**config.mk**
```make
export PLATFORM = sky130hd
export DESIGN_NAME = dbg_core_agent
export DESIGN_NICKNAME = d
export VERILOG_FILES = /design/src/rtl/dbg_core_agent.sv
export SDC_FILE = /design/constraint.sdc
export NUM_CORES = 1
export LEC_CHECK = 0
export ABC_AREA = 0
export CORE_MARGIN = 4
export CORE_UTILIZATION = 60
export DETAILED_ROUTE_END_ITERATION = 12
export PLACE_DENSITY = 0.86
export SETUP_SLACK_MARGIN = 0.3
export SYNTH_ARGS = -nofsm -noshare
export SYNTH_HDL_FRONTEND = slang
export SYNTH_SLANG_ARGS = --single-unit
```
**constraint.sdc**
```tcl
create_clock -name clk -period 6.5 [get_ports clk]
set_input_delay 1.3 -clock clk [delete_from_list [all_inputs] [get_ports clk]]
set_output_delay 1.3 -clock clk [all_outputs]
set_load 0.01 [all_outputs]
```
**src/rtl/dbg_core_agent.sv**
```systemverilog
// Core-side debug agent: halt/run/step control of the retire stage plus a buffered trace stream.
// Optional execute breakpoints are compiled in with `define DBG_AGENT_BP_EN.
//
// state      | meaning
// -----------+-----------------------------------------------------------
// ST_RUN     | core runs freely; halt request or breakpoint starts a halt
// ST_HALTING | retire stalled, waiting for the pipeline to drain
// ST_HALTED  | debug halt; halt_ack asserted, waits for step/run
// ST_STEP    | retire released until exactly one instruction retires
module dbg_core_agent #(
  parameter int TRACE_W          = 128,
  parameter int TRACE_FIFO_DEPTH = 4,
  parameter int BP_COUNT         = 4
) (
  input  logic               clk,
  input  logic               rst_n,
  input  logic               halt_req,
  input  logic               run_req,
  input  logic               step_req,
  input  logic               bp_valid,
  input  logic               bp_write,
  input  logic [7:0]         bp_index,
  input  logic [31:0]        bp_addr,
  input  logic [1:0]         bp_kind,
  input  logic               bp_enable,
  output logic               halt_ack,
  output logic               step_ack,
  output logic               trace_valid,
  output logic [TRACE_W-1:0] trace_data,
  input  logic               trace_ready,
  input  logic               core_retire_valid,
  input  logic [31:0]        core_retire_pc,
  input  logic [31:0]        core_retire_insn,
  input  logic               core_quiesced,
  output logic               core_stall,
  output logic               core_halted,
  output logic [15:0]        trace_drop_count
);

  typedef enum logic [1:0] {ST_RUN, ST_HALTING, ST_HALTED, ST_STEP} state_t;

  localparam int AW = (TRACE_FIFO_DEPTH > 1) ? $clog2(TRACE_FIFO_DEPTH) : 1;
  localparam logic [AW:0] DEPTH_C = (AW+1)'(TRACE_FIFO_DEPTH);

  state_t state, state_d;
  logic   step_pend, step_pend_d, step_ack_d;
  logic   bp_hit;

  always_ff @(posedge clk or negedge rst_n) begin
    if (!rst_n) begin
      state     <= ST_RUN;
      step_pend <= 1'b0;
      step_ack  <= 1'b0;
    end else begin
      state     <= state_d;
      step_pend <= step_pend_d;
      step_ack  <= step_ack_d;
    end
  end

  always_comb begin
    state_d     = state;
    step_pend_d = step_pend;
    step_ack_d  = step_ack;
    case (state)
      ST_RUN: begin
        if (halt_req || (core_retire_valid && bp_hit)) state_d = ST_HALTING;
      end
      ST_HALTING: begin
        if (core_quiesced) begin
          state_d = ST_HALTED;
          if (step_pend) begin
            step_ack_d  = 1'b1;
            step_pend_d = 1'b0;
          end
        end
      end
      ST_HALTED: begin
        if (step_req) begin
          state_d    = ST_STEP;
          step_ack_d = 1'b0;
        end else if (run_req && !halt_req) begin
          state_d    = ST_RUN;
          step_ack_d = 1'b0;
        end
      end
      ST_STEP: begin
        if (core_retire_valid) begin
          state_d     = ST_HALTING;
          step_pend_d = 1'b1;
        end
      end
      default: state_d = ST_RUN;
    endcase
  end

  assign core_stall  = (state == ST_HALTING) || (state == ST_HALTED);
  assign core_halted = (state == ST_HALTED);
  assign halt_ack    = core_halted;

`ifdef DBG_AGENT_BP_EN
  localparam int BP_IW = (BP_COUNT > 1) ? $clog2(BP_COUNT) : 1;
  localparam logic [8:0] BP_LIM = 9'(BP_COUNT);

  logic [31:0] bp_addr_q [BP_COUNT];
  logic [1:0]  bp_kind_q [BP_COUNT];
  logic        bp_en_q   [BP_COUNT];

  always_ff @(posedge clk or negedge rst_n) begin
    if (!rst_n) begin
      for (int i = 0; i < BP_COUNT; i++) begin
        bp_addr_q[i] <= 32'd0;
        bp_kind_q[i] <= 2'd0;
        bp_en_q[i]   <= 1'b0;
      end
    end else if (bp_valid && bp_write && ({1'b0, bp_index} < BP_LIM)) begin
      bp_addr_q[bp_index[BP_IW-1:0]] <= bp_addr;
      bp_kind_q[bp_index[BP_IW-1:0]] <= bp_kind;
      bp_en_q[bp_index[BP_IW-1:0]]   <= bp_enable;
    end
  end

  // only execute-kind (0) entries can match a retiring pc
  always_comb begin
    bp_hit = 1'b0;
    for (int i = 0; i < BP_COUNT; i++) begin
      if (bp_en_q[i] && (bp_kind_q[i] == 2'd0) && (bp_addr_q[i] == core_retire_pc)) bp_hit = 1'b1;
    end
  end
`else
  logic unused_bp;
  assign unused_bp = ^{bp_valid, bp_write, bp_index, bp_addr, bp_kind, bp_enable, BP_COUNT[0]};
  assign bp_hit    = 1'b0;
`endif

  logic [TRACE_W-1:0] fifo_mem [TRACE_FIFO_DEPTH];
  logic [AW-1:0]      wr_ptr, rd_ptr;
  logic [AW:0]        fifo_cnt;
  logic [31:0]        cyc_stamp;
  logic               ovf_pend;
  logic               fifo_full, pop, push_ok, drop;
  logic [TRACE_W-1:0] rec;

  assign fifo_full   = (fifo_cnt == DEPTH_C);
  assign trace_valid = (fifo_cnt != '0);
  assign trace_data  = fifo_mem[rd_ptr];
  assign pop         = trace_valid && trace_ready;
  assign push_ok     = core_retire_valid && (!fifo_full || pop);
  assign drop        = core_retire_valid && !push_ok;

  always_comb begin
    rec        = '0;
    rec[31:0]  = core_retire_pc;
    rec[63:32] = core_retire_insn;
    rec[95:64] = cyc_stamp;
    rec[96]    = (state == ST_STEP);
    rec[97]    = bp_hit && (state == ST_RUN);
    rec[98]    = ovf_pend;
  end

  always_ff @(posedge clk or negedge rst_n) begin
    if (!rst_n) begin
      for (int i = 0; i < TRACE_FIFO_DEPTH; i++) fifo_mem[i] <= '0;
      wr_ptr           <= '0;
      rd_ptr           <= '0;
      fifo_cnt         <= '0;
      cyc_stamp        <= 32'd0;
      ovf_pend         <= 1'b0;
      trace_drop_count <= 16'd0;
    end else begin
      cyc_stamp <= cyc_stamp + 32'd1;
      if (push_ok) begin
        fifo_mem[wr_ptr] <= rec;
        wr_ptr           <= wr_ptr + 1'b1;
        ovf_pend         <= 1'b0;
      end
      if (pop) rd_ptr <= rd_ptr + 1'b1;
      case ({push_ok, pop})
        2'b10:   fifo_cnt <= fifo_cnt + 1'b1;
        2'b01:   fifo_cnt <= fifo_cnt - 1'b1;
        default: fifo_cnt <= fifo_cnt;
      endcase
      if (drop) begin
        ovf_pend <= 1'b1;
        if (trace_drop_count != 16'hFFFF) trace_drop_count <= trace_drop_count + 16'd1;
      end
    end
  end

endmodule

```
# After elaboration in Yosys (flattened, before gate mapping)
# Index checks and enable logic that the tools add are counted.
[word_totals] ff_bits=572 inputBits=117 out_inout_bits=149 wordCells=79
[classes] add_sub_neg=6 order_cmp=3 n_eq_ne=12 muxes=23 bitwise=2 n_reduce_logical=20
[ops] cell="$bwmux W512" n=1
[ops] cell="$mux W128" n=3
[ops] cell="$bmux W128 S2" n=1
[ops] cell="$demux W128 S2" n=1
[ops] cell="$add A32 B1 Y32 const B" n=1
[ops] cell="$add A16 B1 Y16 const B" n=1
[ops] cell="$ne A16 B16 Y1 const B" n=1
[ops] cell="$mux W2" n=5
[ops] cell="$mux W1" n=8
[ops] cell="$ne A2 B2 Y1 const B" n=4
[ops] cell="$pmux W2 S4" n=1
[ops] cell="$reduce_and A4 Y1" n=2
[ops] cell="$reduce_bool A2 Y1" n=4
[ops] cell="$eq A2 B2 Y1 const B" n=3
[ops] cell="$ge A3 B3 Y1 const B" n=2
[ops] cell="$not A2 Y3" n=2
[ops] cell="$pmux W3 S2" n=1
[ops] cell="$logic_and A1 B1 Y1" n=5
[ops] cell="$add A2 B1 Y2 const B" n=2
[ops] cell="$eq A2 B1 Y1 const B" n=2
[ops] cell="$pmux W1 S2" n=2
[ops] cell="$add A3 B1 Y3 const B" n=1
[ops] cell="$eq A3 B3 Y1 const B" n=1
[ops] cell="$logic_not A1 Y1" n=3
[ops] cell="other kinds (8)" n=9

# Logic depth before layout (Yosys ltp)
[logic_depth] word_depth=7 depth_mapped=9 ltp_nobuf=9

# Worst setup path after synthesis
# No wires, ideal clock.
[synth_timing] path_kind="input -> register" startpoint="input port trace_ready" endpoint="register fifo_cnt[2]" setup_time_ns=0.079 t_arrival_ns=2.924 required_ns=6.421 path_slack_ns=3.497 path_stages=9 n_path_buf=0 path_cell_list="nor4b_4 nor2_2 inv_1 ha_1 inv_1 fa_1 xor2_1 nor2_1 xor2_1"
[synth_between] elab_chain_len=5 word_cells_on_any_way=7 classes_between="eq/ne (2); mux (1); reduce/logical (4)"
[synth_rtl] item="start, declared" line="30" source="input logic trace_ready,"
[synth_rtl] item="$logic_and A1 B1 Y1 (*)" line="147" source="assign pop = trace_valid && trace_ready;"
[synth_rtl] item="$logic_or A1 B1 Y1" line="148" source="assign push_ok = core_retire_valid && (!fifo_full || pop);"
[synth_rtl] item="$logic_and A1 B1 Y1" line="148"
[synth_rtl] item="$eq A2 B1 Y1 or $eq A2 B2 Y1 (tied branches)" line="178" source="case ({push_ok, pop})"
[synth_rtl] item="$pmux W3 S2 or $reduce_bool A2 Y1 (tied branches)"
[synth_rtl] item="end signal, assigned" line="179" source="2'b10: fifo_cnt <= fifo_cnt + 1'b1;"
[synth_rtl] item="end signal, assigned" line="180" source="2'b01: fifo_cnt <= fifo_cnt - 1'b1;"
[synth_rtl] item="end signal, assigned" line="181" source="default: fifo_cnt <= fifo_cnt;"
[synth_rtl] item="end, declared" line="138" source="logic [AW:0] fifo_cnt;"
# Mark *: on every way between the ends. The rest lies on a longest branch, timed or not.
# A chain may end at the register's enable or synchronous reset.

# Final worst setup path
[layout_timing] startpoint="register rd_ptr[0]" endpoint="output port trace_data[8]"
[layout_between] elab_chain_len=4
[layout_rtl] item="start, declared" line="137" source="logic [AW-1:0] wr_ptr, rd_ptr;"
[layout_rtl] item="start signal, assigned" line="177" source="if (pop) rd_ptr <= rd_ptr + 1'b1;"
[layout_rtl] item="$not A2 Y3 (not written as such)" line="146" source="assign trace_data = fifo_mem[rd_ptr];"
[layout_rtl] item="$bmux W128 S2" line="146"
[layout_rtl] item="$mux W128 (not written as such) (2 in series)" line="146"
[layout_rtl] item="end, declared" line="29" source="output logic [TRACE_W-1:0] trace_data,"
# No other way between the ends. The select of a mux whose other input is x is not followed.

==> impl_results.md <==
- DP HPWL: 24000 um
- Synth Warn #: 0
- Worst path cell trace: buf_12, mux4_2, clkdlybuf4s50_1
- Leak Pwr: 10.5 nW
- WP depth: 3
- Core area: 32700 um^2
- R2R Setup Slk: ~3.5 ns
- Setup TNS: 0 ns
- RSZ-0062 raised after global routing: false
- Reg2Reg Depth: 5
- Crit. Startpoint: rd_ptr[0]
- Violation count after the first detailed-routing iteration: about 460
- Highest cell delay on the worst timing path: 0.80 ns
- Hold path depth: 1
- Seq/Total Area, Yosys: ~57%
- Top cell family by delay on the critical path: buffers and inverters
- Final Setup Violations: 0
- Unique masters post-synth: 47
- Total placed cells including tap cells: between 1500 and 2000
- Final min period: around 4.4 ns
- Skew-Pair Late Insertion Delay: 0.55 ns
- Final non-filler cell total: 1903
- Synth Cell Area: 20000 um^2
- Post-route ant nets: 0
- Met2 wire length: 20500 um
- Most frequent cell after synthesis: dfrtp_1
- CP Class: flop to primary output
- Gpl congestion: 0.817
- CTS tree: yes
- # fillers: between 2000 and 2500
- DR vias/cell: 5.86
- # IOs: 266
- Met3 WL: 1840 um
- Slew @ Worst Pin: about 1.2 ns
- Power Density: 475 nW/um^2
- Post-CTS Resized: 0
- Drt drc: 0
- Pwr Total: 11.2 mW
- Post-synth ARST share: 100%
- Worst Hold End: fifo_cnt[2]
- Avg Cell Area, Syn: 15.9 um^2
- Critical path arrival: 3.12 ns
- Post CTS Setup Buffer Count: 0
- Share of cells above drive strength 1: 40.2%
- GRT overflow: 0
- Die Area: around 36000 um^2
- Initial antenna violation count: 1
- Slowest CP cell: dfrtp_4
- Number of port buffers: 190
- Met1 wire length: 16800 um
- Layout area overhead: 18.2%
- Max cap viols: 0
- Area leader, netlist: dfrtp_1
- Post-Synthesis Cells: 1258
- Hold Startpoint: fifo_cnt[2]
- Startpoint type of the worst setup path: flop
- Worst slew margin: between 20% and 30%
- R2r endpoint: fifo_mem[459]
- Maximum vdd drop: 298 uV
- Chip height: around 190 um
- Top sig layer: met4
- H-tree levels: 2
- Num CTS Buffers: 46
- Status: finished, final reports clean
- Yosys top cell area share: about 57%
- Hold Path Class: flop to flop
- Max Slew Vio Count: 0
- Number of synthesized flops with an enable pin: 0
- Max Clk Rate: between 200 and 250 MHz
- Clk_skew: between 0.015 and 0.02 ns
- Top cells by area, synth: dfrtp_1, mux2_2, mux4_2
- CP max FO: between 70 and 80
- Data required, critical path: 5.20 ns
- Root Buffer: clkbuf_16
- Final nets: 1555
- Largest net degree at the start of global routing: 197
- Tcrit/Tclk final: 68.1%
- Post-synth top flop: dfrtp_1
- Detailed Route WL: 39900 um
- Count of state elements after synthesis: 452
- Initial Utilization: 61.2%
- Routed wire per std cell: around 21 um
- DR pass1 iterations: 4
- Vias in the first global route: 12300
- Final Hold Fails: 0
- Die width: 191 um
- CTS Hold Bufs: 0
- Global Route Usage Sum: 22.5%
- CTS max path bufs: 3
- Via count: 11200
- Worst-path clk slew: 0.06 ns
- First-pass GRT wire length: 65800 um
- CTS sink count: 452
- Reg-to-Reg Start: fifo_cnt[0]
- Critical path endpoint category: primary output
- CP Buf/Inv Count: 2
- FP Rows: 66
- Commonest cells in the netlist: dfrtp_1, mux2_2, mux4_2, buf_4, buf_2
==> layer usage <==
metal,track usage (%),vias to the layer above
li1,-,4914
met1,30.4,5930
met2,38.6,250
met3,4.05,61
met4,5.19,0
met5,0,-
==> area by class of cell <==
class,count,area (um^2),share of cell area [%]
Sequential cell,452,11300,47.9
Multi-Input combinational cell,715,8150,34.5
Antenna cell,1,2.50,0.0106
Tap cell,442,553,2.34
Inverter,11,41.3,0.175
Clock buffer,68,1340,5.69
Timing Repair Buffer,200,2060,8.70
Clock inverter,14,166,0.704
==> power by group <==
part	leakage (nW)	switching, mW	total [mW]	internal [mW]
combinational	4.06	1.64	4.25	2.61
clock	0.745	1.07	2.62	1.55
sequential	5.66	0.582	4.36	3.77
total	10.5	3.29	11.2	7.93
==> placed cells by master, fill, tap and decap left out, types with 2 or more instances in the layout <==
cell type,instances
nand2b_1,2
buf_4,4
nand2_1,19
inv_6,2
buf_12,6
nor2b_1,2
nand3_1,18
clkdlybuf4s50_1,189
xor2_1,25
ha_1,11
clkbuf_1,11
dfrtp_1,450
a21oi_1,5
nor2_1,12
a21boi_0,2
bufinv_16,3
nand2_4,4
a2111oi_0,3
nand4_1,14
and3_1,9
clkbuf_8,11
nor3_1,7
dfrtp_4,2
and4_1,6
and2_1,4
mux2i_1,3
inv_1,11
mux4_2,98
nor3b_1,2
xnor2_1,22
clkbuf_16,46
o21ai_0,4
conb_1,30
clkinv_2,7
mux2_2,396
==> registers in the layout, indices dropped and copies added (netlist names) <==
register	count
trace_drop_count	16
cyc_stamp	32
state	2
step_pend	1
fifo_mem	392
ovf_pend	1
wr_ptr	2
rd_ptr	2
step_ack	1
fifo_cnt	3
==> worst max path at each step <==
stage / to
after floorplan: fifo_cnt[2]
after global placement: fifo_mem[384]
after detailed placement: fifo_mem[459]
after CTS: trace_data[8]
after global routing: trace_data[69]
final: trace_data[8]
==> per-stage QoR <==
step	area, um^2	setup WS, ns	hold slack [ns]	utilization [%]
2_1_floorplan	20100	3.50	0.458	-
3_3_place_gp	22100	2.25	0.475	67.6
3_5_place_dp	22100	2.21	0.482	67.6
4_1_cts	23600	1.99	0.496	72.3
5_1_grt	23600	1.85	0.506	72.3
6_report	23600	2.08	0.490	72.3
==> kinds of logic (layout without fill, tap and decap cells) <==
group | after synthesis | count (layout) | share of synthesized area (%)
multiplexers | 497 | 497 | 33.5
adder cells (fa/ha/maj) | 12 | 12 | 0.788
AND/OR/NAND/NOR | 108 | 108 | 3.06
buffers and inverters | 120 | 293 | 3.34
flip-flops | 452 | 452 | 56.5
XOR/XNOR | 47 | 47 | 2.06
AO/OA/AOI/OAI | 21 | 21 | 0.707
other | 1 | 31 | 0.0187
==> worst reg2reg max path, cell delays in order (launching register included) <==
cell and delay [ns]:
dfrtp_1 0.44, nor4b_4 0.55, nor2_2 0.26, nand2_4 0.66, buf_4 0.54, mux2_2 0.41
Note: power is estimated with default switching activity, not from simulation.
